--- config.mk ---
export PLATFORM = sky130hd
export DESIGN_NAME = fetch_decode
export DESIGN_NICKNAME = d
export VERILOG_FILES = /design/src/rtl/fetch_decode.sv
export SDC_FILE = /design/constraint.sdc
export NUM_CORES = 1
export LEC_CHECK = 0
export BUFFER_PORTS_ARGS = -buffer_cell sky130_fd_sc_hd__buf_2
export CORE_MARGIN = 4
export CORE_UTILIZATION = 45
export CTS_BUF_LIST = sky130_fd_sc_hd__clkbuf_4 sky130_fd_sc_hd__clkbuf_8
export CTS_CLUSTER_SIZE = 12
export DETAILED_ROUTE_END_ITERATION = 7
export PLACE_DENSITY = 0.86
export SETUP_SLACK_MARGIN = 0.2
export SYNTH_ARGS = -nofsm -noshare
export SYNTH_HDL_FRONTEND = slang
export SYNTH_SLANG_ARGS = --single-unit
export TNS_END_PERCENT = 5
--- constraint.sdc ---
create_clock -name clk -period 3.7 [get_ports clk]
set_input_delay 0.555 -clock clk [delete_from_list [all_inputs] [get_ports clk]]
set_output_delay 0.555 -clock clk [all_outputs]
set_load 0.02 [all_outputs]
--- src/rtl/fetch_decode.sv ---
// Front-end fetch/decode stage: fetches one instruction word per request/ack
// handshake, holds it in ir and presents decoded fields under valid/ready.
module fetch_decode #(
    parameter logic [15:0] RESET_PC     = 16'h0000,
    // Reset value of the retired counter; nonzero only to exercise its wrap-around
    parameter logic [15:0] RETIRED_INIT = 16'h0000
) (
    input  logic        clk,
    input  logic        rst_n,
    input  logic        run,
    output logic        imem_req,
    output logic [15:0] imem_addr,
    input  logic        imem_ack,
    input  logic [15:0] imem_rdata,
    output logic        id_valid,
    input  logic        id_ready,
    output logic [2:0]  alu_op,
    output logic [2:0]  func,
    output logic [2:0]  rs,
    output logic [2:0]  rt,
    output logic [2:0]  rd,
    output logic [15:0] imm,
    output logic [15:0] id_pc,
    input  logic        br_taken,
    input  logic [15:0] br_target,
    output logic [15:0] retired
);

    typedef enum logic [1:0] {
        S_IDLE  = 2'd0,
        S_FETCH = 2'd1,
        S_HOLD  = 2'd2
    } state_t;

    state_t      state_q, state_d;
    logic [15:0] pc_q, pc_d;
    logic [15:0] ir_q, ir_d;
    logic [15:0] id_pc_q, id_pc_d;
    logic [15:0] retired_q, retired_d;

    always_ff @(posedge clk or negedge rst_n) begin
        if (!rst_n) begin
            state_q   <= S_IDLE;
            pc_q      <= RESET_PC;
            ir_q      <= 16'h0000;
            id_pc_q   <= 16'h0000;
            retired_q <= RETIRED_INIT;
        end else begin
            state_q   <= state_d;
            pc_q      <= pc_d;
            ir_q      <= ir_d;
            id_pc_q   <= id_pc_d;
            retired_q <= retired_d;
        end
    end

    always_comb begin
        state_d   = state_q;
        pc_d      = pc_q;
        ir_d      = ir_q;
        id_pc_d   = id_pc_q;
        retired_d = retired_q;
        imem_req  = 1'b0;
        id_valid  = 1'b0;

        case (state_q)
            S_IDLE: begin
                if (run) begin
                    state_d = S_FETCH;
                end
            end
            S_FETCH: begin
                imem_req = 1'b1;
                if (imem_ack) begin
                    ir_d    = imem_rdata;
                    id_pc_d = pc_q;
                    pc_d    = pc_q + 16'd1;
                    state_d = S_HOLD;
                end
            end
            S_HOLD: begin
                id_valid = 1'b1;
                if (id_ready) begin
                    retired_d = retired_q + 16'd1;
                    state_d   = run ? S_FETCH : S_IDLE;
                end
            end
            default: begin
                state_d = S_IDLE;
            end
        endcase

        // A redirect overrides whatever the current state decided this cycle:
        // a same-cycle ack or acceptance is dropped, only the PC moves.
        if (br_taken) begin
            pc_d      = br_target;
            ir_d      = ir_q;
            id_pc_d   = id_pc_q;
            retired_d = retired_q;
            state_d   = run ? S_FETCH : S_IDLE;
        end
    end

    assign imem_addr = pc_q;
    assign id_pc     = id_pc_q;
    assign retired   = retired_q;

    assign alu_op = ir_q[15:13];
    assign rs     = ir_q[12:10];
    assign rt     = ir_q[9:7];
    assign rd     = ir_q[6:4];
    assign func   = ir_q[2:0];
    assign imm    = {{9{ir_q[6]}}, ir_q[6:0]};

    logic unused_ir_bit3;
    assign unused_ir_bit3 = ir_q[3];

endmodule
==> summary.txt, run 1 <==
Status
  – Status: complete, no violations

CTS
  – Hold buffer count at cts: 0
  – H-tree depth: 3
  – Clock sink total: 66
  – Postcts setup bufs: 0
  – Root Buffer: clkbuf_8
  – Max Root-Sink Buffers: 2
  – Clock Latency Late Sink: 0.33 ns
  – CTS tree: yes
  – Cts bufs inserted: 9
  – # resized after CTS: 0
  – Clk slew on worst S/H paths: about 0.070 ns

Setup path
  – Cells on worst reg2reg path: 3
  – Crit-path max FO: 32
  – R2r setup slk: roughly 1.7 ns
  – Critical Path Start: state_q[1]
  – Critical path arrival: 2.21 ns
  – Crit path kind: register to register
  – R2R Path End: ir_q[7]
  – Worst Path Required: 3.91 ns
  – Worst Setup Start Kind: register
  – CP endpoint kind: register
  – Critical R2R Launch: state_q[1]

Timing
  – Rel. slew slack: between 30% and 40%
  – Hold slack: 0.3021 ns
  – Slew of the pin with the lowest slew margin: 0.9031 ns
  – Setup TNS: 0 ns
  – Clk_skew: 0.006800 ns
  – Final hold vios: 0
  – RSZ-0062 raised after global routing: false
  – Max Clk Rate: 500.9 MHz
  – # setup viols final: 0
  – Crit path time final: 1.996 ns
  – Final Cycle Share: 53.95%
  – Final Max Tran Viols: 0

Placed design
  – Placer Congestion: 0.7682
  – Placed Cells: 433
  – IO Port Bufs: 118
  – Placed Area: 0.003615 mm^2
  – Hpwl dp: 4923 um

Cells and area
  – Share of cells above drive strength 1: a little under half
  – Non-Filler Instances: between 400 and 500
  – Fin nets: between 400 and 500
  – Finished Cell Area: 0.003837 mm^2
  – P&R area growth vs syn: 25.23%
  – Number of fill cells: roughly 550
  – Ant diodes: 0

GRT
  – Total gr overflow: 0
  – Antenna violations before repair: 0
  – Vias in the first global route: between 2000 and 2500
  – First-pass GRT wire length: 11510 um
  – All-Layer GR Usage: 17.11%
  – Pin count of the biggest net entering global routing: 42

Drt
  – Via count: approximately 2300
  – Residual DRC: 0
  – Initial drt markers: 77
  – Drt pass-1 iters: 4
  – Post-DR vias/cell: 5.171
  – Final ANT Viol Nets: 0
  – Drt total wl: 6728 um
  – Drt wl/cell: approximately 15 um

Logic synthesis
  – Yosys warnings: 0
  – Ys async rst share: 100.0%
  – Post-synthesis sequential area ratio: 53.90%
  – Simple-gate share of the synthesized area: 15.19%
  – Multiplexer area fraction after synthesis: 12.74%
  – #FFs+latches synth: 66
  – Number of synthesized flops with an enable pin: 0
  – Largest area contributor in the netlist: dfrtp_1
  – Post-Synthesis Cells: roughly 260
  – Synth top area share: between 50% and 60%
  – Syn Std Cell Area: slightly above 0.003 mm^2
  – Synth Area in XOR/XNOR: between 6 and 7%
  – Synth area leaders: dfrtp_1 54%, mux2_2 12%, xnor2_1 4.0%
  – Combinational family with the most area after synthesis: simple AND/OR/NAND/NOR gates
  – Compound-Gate Fraction of Synth Area: 4.818%
  – Post-synthesis net count: roughly 300
  – Syn_area_per_cell: 11.74 um^2
  – Yosys cell types: 42
  – Post-Synth Adder-Cell Area: 0.8167%
  – Ys flop type: dfrtp_1

Floorplanning
  – Rows: 29
  – Core box area: approximately 0.0065 mm^2
  – Die Span Y: 90.52 um
  – Starting density of the core: 47.18%
  – I/O Pins: 119
  – Die area: ~0.0082 mm^2
  – Chip width: 90.52 um

Min path
  – Hold crit path type: primary input to asynchronous set/reset pin

Pwr
  – Leakage power: 0.001884 uW
  – Peak VDD IR: 394.3 uV
  – Pwr dens: 590.6 mW/mm^2
  – Overall power: 2266 uW

Job
  – Max-Cap Viols: 0
-- layout by cell type (no fill, tap or decap), types with 6 or more instances in the layout --
cell type	Yosys	routed
xor2_1	10	10
inv_1	6	6
o21ai_0	10	10
buf_2	4	118
clkbuf_8	0	10
nor2_1	10	9
mux2_2	32	32
nor3_1	6	6
nand3_1	15	15
dfrtp_1	66	66
nand2_1	23	23
xnor2_1	14	14
-- kinds of logic after synthesis --
kind of cell    after synthesis
simple gates                 81
flops                        66
mux                          35
buf+inv                      30
xor+xnor                     24
compound gates               23
fa+ha+maj                     2
-- flip-flops by register name (all words and copies together), names as in the netlist --
signal,flops
state_q,2
imem_addr,16
ir_q,16
retired,16
id_pc,16
-- Yosys cell counts, types with 2 or more instances --
master,number
o31a_1,4
xnor2_1,14
buf_4,15
nand4_1,3
o21ai_0,10
a22oi_1,2
or4_1,2
ha_1,2
and4_1,2
nor4_1,2
nand2b_1,3
clkbuf_1,4
nand2_1,23
dfrtp_1,66
mux2_2,32
nor2b_1,3
buf_2,4
nand3_1,15
a21oi_1,2
nor3_1,6
nor2_1,10
mux2i_1,3
inv_1,6
xor2_1,10
-- report_power, final --
group,internal (uW),switching [uW]
registers,854,103
logic,249,390
clock network,403,268
total,1510,760
-- worst max-delay path by stage --
stage	end	cells past startpoint
after floorplan	imem_addr[14]	6
after global placement	retired[13]	5
after detailed placement	retired[13]	5
after CTS	ir_q[7]	3
after global routing	retired[13]	5
final	ir_q[7]	3
-- cell type report --
type	count	area [um^2]	share of cell area (%)
Sequential cell	66	1652	43.04
Multi-Input combinational cell	165	1246	32.47
Timing Repair Buffer	119	598.1	15.59
Clock buffer	11	145.1	3.782
Tap cell	77	96.34	2.511
Clock inverter	5	77.57	2.022
Inverter	6	22.52	0.5869
-- per-layer routing --
layer | track usage, % | vias up | wire length, um
li1 | - | 1112 | -
met2 | 27.92 | 95 | 3123
met3 | 5.167 | 17 | 499
met4 | 6.505 | 0 | 162
met1 | 21.29 | 1098 | 2943
met5 | 0 | - | 0
-- worst max-delay path, cell delays in order, from the launching register on --
cell      delay [ns]
dfrtp_1         0.46
nand3b_4        0.27
nor2_4          0.73
mux2_2          0.42
-- through the flow --
| stage | setup WS (ns) | util (%) |
|---|---|---|
| 6_report | 1.704 | 59.08 |
| 5_1_grt | 1.555 | 59.08 |
| 4_1_cts | 1.668 | 59.08 |
| 3_5_place_dp | 1.380 | 55.65 |
| 3_3_place_gp | 1.462 | 55.65 |
| 2_1_floorplan | 1.929 | - |
(Power assumes the default switching activity.)
==> run 2, diff against run 1 <==
- PLACE_DENSITY: 0.86 -> 0.89
- clock period: 3.7 -> 1.7 ns (I/O delays scaled with it)
==> run 2 against run 1 <==
Highest routed layer unchanged. Largest power group unchanged. Setup slack got worse by 1.6 ns. Non-clock buffer count rose by 12. Clock power grew 100%. Clock skew rose by 0.0013 ns.
==> summary.txt, run 2 (synthesis results as in run 1) <==
Status
  – Status: complete, no violations

Setup path
  – Worst Path Required: between 1.5 and 2 ns
  – Crit-path cells: ha_4 -> nand4b_1 -> or4_4 -> a221o_1
  – Critical Path Start: imem_addr[1]
  – CP endpoint kind: register
  – Worst Setup Start Kind: register
  – Crit path kind: register to register
  – Slowest Stage Delay on Critical Path: 0.44 ns
  – Cells on worst reg2reg path: 4
  – CP max stage cell: or4_4
  – Crit-path max FO: 4
  – Critical R2R Launch: imem_addr[1]
  – Critical path arrival: 1.77 ns
  – R2r setup slk: 0.14 ns
  – R2R Path End: imem_addr[12]

CTS
  – CTS tree: yes
  – Clock Latency Late Sink: around 0.34 ns
  – Root Buffer: clkbuf_8
  – Max Root-Sink Buffers: 2
  – Clk slew on worst S/H paths: 0.06 ns
  – H-tree depth: 3
  – Clock sink total: 66
  – Cts bufs inserted: 9

Timing
  – Slew of the pin with the lowest slew margin: 0.5925 ns
  – Final Cycle Share: about 90%
  – Final hold vios: 0
  – Crit path time final: roughly 1.6 ns
  – Max Clk Rate: around 640 MHz
  – Setup TNS: 0 ns
  – Rel. slew slack: around three fifths
  – Final Max Tran Viols: 0
  – # setup viols final: 0
  – Clk_skew: around 0.0081 ns
  – RSZ-0062 raised after global routing: true

Pwr
  – Comb pwr share: 29.3%
  – Clk pwr share: 27.9%
  – Leakage power: just under 0.002 uW
  – Pwr dens: 1213 mW/mm^2
  – Overall power: 4902 uW
  – Sequential fraction of design power: 42.7%
  – Peak VDD IR: ~700 uV
  – Switching power total: 1654 uW
  – Pint: approximately 3200 uW
  – Switching share of power: 33.75%

Drt
  – Drt wl/cell: 15.17 um
  – Post-DR vias/cell: 5.200
  – Via count: 2392
  – Initial drt markers: 59
  – Final ANT Viol Nets: 0
  – Drt total wl: 6979 um
  – Residual DRC: 0
  – Drt pass-1 iters: 4

Floorplanning
  – Die area: 0.008194 mm^2
  – I/O Pins: 119
  – Chip width: just over 90 um
  – Core box area: 0.006495 mm^2
  – Starting density of the core: a little under half
  – Die Span Y: between 90 and 100 um
  – Rows: 29

GRT
  – All-Layer GR Usage: 17.23%
  – Vias in the first global route: approximately 2400
  – Antenna violations before repair: 0
  – Pin count of the biggest net entering global routing: 39
  – First-pass GRT wire length: 11280 um
  – Total gr overflow: 0

Min path
  – Hold crit path type: primary input to register
  – Hold-critical path depth: 3
  – Hold endpoint: imem_addr[1]
  – Hold Crit Start: br_target[1]

Cells and area
  – P&R area growth vs syn: 31.93%
  – Share of cells above drive strength 1: 53.52%
  – Most common cell after layout, fill and taps aside: buf_2
  – Commonest non-fill, non-tap cells in the layout: 118 x buf_2, 53 x dfrtp_1, 32 x mux2_2
  – Finished Cell Area: 0.004043 mm^2
  – Ant diodes: 0
  – Fin nets: 419
  – Number of fill cells: 523

Placed design
  – Placed Area: 0.003762 mm^2
  – Hpwl dp: 5218 um
  – Placer Congestion: 0.8258
  – IO Port Bufs: 118

Job
  – Max-Cap Viols: 0
==> run 2: worst max-delay path by stage <==
stage	end	slack (ns)	cells past startpoint
global route	imem_addr[12]	0.1	4
floorplan	ir_q[10]	0.13	4
finish	imem_addr[12]	0.14	4
global placement	imem_addr[15]	0.05	4
CTS	imem_addr[12]	0.11	4
detailed placement	imem_addr[15]	0.01	4
==> run 2: metrics by stage <==
| step | instances | worst slack (ns) | hold WS [ns] | utilization [%] |
|---|---|---|---|---|
| 5_1_grt | 460 | 0.09628 | 0.1268 | 62.24 |
| 4_1_cts | 458 | 0.1149 | 0.1073 | 61.93 |
| 3_5_place_dp | 440 | 0.01168 | 0.2911 | 57.93 |
| 6_report | 460 | 0.1422 | 0.1323 | 62.24 |
| 3_3_place_gp | 440 | 0.05329 | 0.2811 | 57.93 |
| 2_1_floorplan | 261 | 0.1347 | -0.04059 | - |
==> run 2: critical path, delay by kind of cell, from the launching register on <==
kind	cells	cell delay, ns
AOI/OAI and AO/OA	1	0.30
adders and majority gates	1	0.14
DFF	1	0.41
and+or+nand+nor	2	0.59
==> run 2: power groups by stage <==
stage / Combinational [uW] / Clock (uW) / Sequential [uW]
after global placement: 1410 / 0 / 2100
after CTS: 1450 / 1410 / 2100
final: 1440 / 1370 / 2100
after detailed placement: 1440 / 0 / 2130
after floorplan: 643 / 0 / 2470
after global routing: 1540 / 1480 / 2150
==> run 2: layout make-up <==
| type | count | area [um^2] | area share (%) |
|---|---|---|---|
| Clock inverter | 2 | 35.03 | 0.8666 |
| Timing Repair Buffer | 131 | 728.2 | 18.01 |
| Tap cell | 77 | 96.34 | 2.383 |
| Sequential cell | 66 | 1668 | 41.26 |
| Multi-Input combinational cell | 165 | 1320 | 32.65 |
| Inverter | 6 | 22.52 | 0.5571 |
| Clock buffer | 13 | 172.7 | 4.271 |
==> run 2: timing repair <==
item	CTS	global route
endpoints found under the setup margin	25	41
pin swaps	1	0
hold endpoints to repair	21	0
hold buffers	1	0
setup buffers	2	2
resized for setup	4	3
==> run 2: layer usage <==
layer	track usage, %	routed length [um]	vias up	share of wire, %
met4	5.357	89	0	1.3
li1	-	-	1139	-
met3	5.250	476	10	6.8
met1	20.13	2939	1151	42
met5	0	0	-	0
met2	30.20	3474	92	50
==> run 3, diff against run 2 <==
- SETUP_SLACK_MARGIN: 0.2 -> default
==> run 3 against run 2 <==
Clock-buffer cell count unchanged. Clock power down 15%. Non-clock buffer count up 6. First-iteration DRC count up 78%. Sequential power about the same. Power down 4.4%. Combinational power about the same. Die area unchanged. Cell count up 1.5%. Setup slack worse by 0.070 ns. Clock skew about the same. Critical endpoint is now imem_addr[15].
==> summary.txt, run 3 (synthesis results as in run 1) <==
Status
  – Status: complete, no violations

GRT
  – Vias in the first global route: 2369
  – Pin count of the biggest net entering global routing: 37
  – Antenna violations before repair: 0
  – All-Layer GR Usage: approximately 17%
  – Total gr overflow: 0
  – First-pass GRT wire length: ~11000 um

Timing
  – Hold slack: between 0.1 and 0.15 ns
  – Clk_skew: 0.007640 ns
  – Max Clk Rate: 614.2 MHz
  – Final Max Tran Viols: 0
  – Final hold vios: 0
  – Crit path time final: between 1.5 and 2 ns
  – # setup viols final: 0
  – Final Cycle Share: 95.77%
  – Rel. slew slack: between 70% and 80%
  – Slew of the pin with the lowest slew margin: ~0.36 ns

Setup path
  – R2r setup slk: 0.07 ns
  – Critical path arrival: 1.84 ns
  – CP max stage cell: dfrtp_2
  – Worst Path Required: 1.91 ns
  – Crit path kind: register to register
  – CP endpoint kind: register
  – Slowest Stage Delay on Critical Path: 0.44 ns
  – Crit-path max FO: 8
  – Crit-path cells: nand3b_4 -> nor4_4 -> buf_4 -> a31oi_1 -> o31a_1
  – Worst Setup Start Kind: register

Pwr
  – Clk pwr share: 24.8%
  – Switching power total: 1634 uW
  – Switching share of power: approximately a third
  – Pwr dens: 1184 mW/mm^2
  – Comb pwr share: between 30% and 40%
  – Leakage power: 0.001961 uW
  – Pint: 3054 uW
  – Peak VDD IR: 585.6 uV
  – Sequential fraction of design power: 44.1%

Floorplanning
  – Core box area: 0.006495 mm^2
  – Chip width: 90.52 um
  – Starting density of the core: 47.18%
  – Die Span Y: between 90 and 100 um
  – Die area: just over 0.008 mm^2
  – Rows: 29
  – I/O Pins: ~120

Drt
  – Residual DRC: 0
  – Drt pass-1 iters: 4
  – Post-DR vias/cell: a little over 5
  – Final ANT Viol Nets: 0
  – Via count: around 2400
  – Drt total wl: between 6000 and 7000 um
  – Drt wl/cell: approximately 15 um
  – Initial drt markers: 105

Cells and area
  – Ant diodes: 0
  – Most common cell after layout, fill and taps aside: buf_2
  – Commonest non-fill, non-tap cells in the layout: 118 x buf_2, 63 x dfrtp_1, 32 x mux2_2
  – Fin util: 60.97%
  – Share of cells above drive strength 1: approximately 50%
  – Fin nets: roughly 430
  – P&R area growth vs syn: 29.24%

CTS
  – Postcts setup bufs: 0
  – H-tree depth: 3
  – Max Root-Sink Buffers: 2
  – Cts bufs inserted: 9
  – Root Buffer: clkbuf_8
  – Clk slew on worst S/H paths: 0.06 ns
  – Clock sink total: 66
  – CTS tree: yes
  – Clock Latency Late Sink: 0.34 ns

Placed design
  – Placer Congestion: 0.7984
  – IO Port Bufs: 118
  – Hpwl dp: ~5300 um

Job
  – Max-Cap Viols: 0

Min path
  – Hold crit path type: primary input to register
run 3: cell count changes in the layout (fill, tap and decap cells not counted), sizes merged:
| cell | delta |
|---|---|
| bufinv | -1 |
| clkinv | +2 |
| buf | +6 |
run 3: worst max-delay path, delay by kind of cell, from the launching register on:
kind / cells / cell delay (ns)
and+or+nand+nor: 2 / 0.49
DFF: 1 / 0.44
AOI/OAI and AO/OA: 2 / 0.37
buffers and inverters: 1 / 0.20
run 3: routing by layer:
metal,vias up,share of wire [%],GRT usage (%)
met3,7,8.4,5.333
li1,1142,-,-
met4,0,1.3,6.888
met2,93,48,28.17
met1,1128,42,20.77
met5,-,0,0
run 3: cell type report:
cell class | instances | area (um^2)
flip-flops and latches | 66 | 1655
inverters | 6 | 22.52
well taps | 77 | 96.34
fillers | 522 | 2535
repair buffers | 137 | 760.7
clock inverters | 3 | 15.01
clock buffers | 13 | 160.2
multi-input cells | 165 | 1250
run 3: what timing repair did:
item,in CTS,in global routing
resized for setup,0,3
hold buffers,1,0
setup endpoints to repair,0,3
endpoints found under the hold margin,13,0
run 3: final timing paths:
path / start / cells after the start / to
min reg2reg: retired[15] / 1 / retired[15]
min: br_target[6] / 3 / imem_addr[6]
max reg2reg: state_q[1] / 5 / imem_addr[15]
max: state_q[1] / 5 / imem_addr[15]
max in group asynchronous: rst_n / 3 / imem_addr[0]
min in group asynchronous: rst_n / 2 / retired[6]
run 3: stage by stage:
| step | setup WS (ns) | power [uW] | TNS [ns] | instance area [um^2] | std cells |
|---|---|---|---|---|---|
| 2_1_floorplan | 0.006438 | 3092 | 0 | 3067 | 261 |
| 3_3_place_gp | 0.1175 | 3519 | 0 | 3770 | 450 |
| 3_5_place_dp | 0.06187 | 3573 | 0 | 3770 | 450 |
| 4_1_cts | 0.05369 | 4754 | 0 | 3955 | 467 |
| 5_1_grt | -0.0006681 | 4958 | -0.0006681 | 3960 | 467 |
| 6_report | 0.07195 | 4689 | 0 | 3960 | 467 |
run 3: power groups by stage:
stage | registers, uW | logic [uW] | clock network, uW
floorplan | 2450 | 637 | 0
global route | 2120 | 1560 | 1280
detailed placement | 2100 | 1470 | 0
finish | 2070 | 1460 | 1160
CTS | 2070 | 1480 | 1210
global placement | 2070 | 1440 | 0
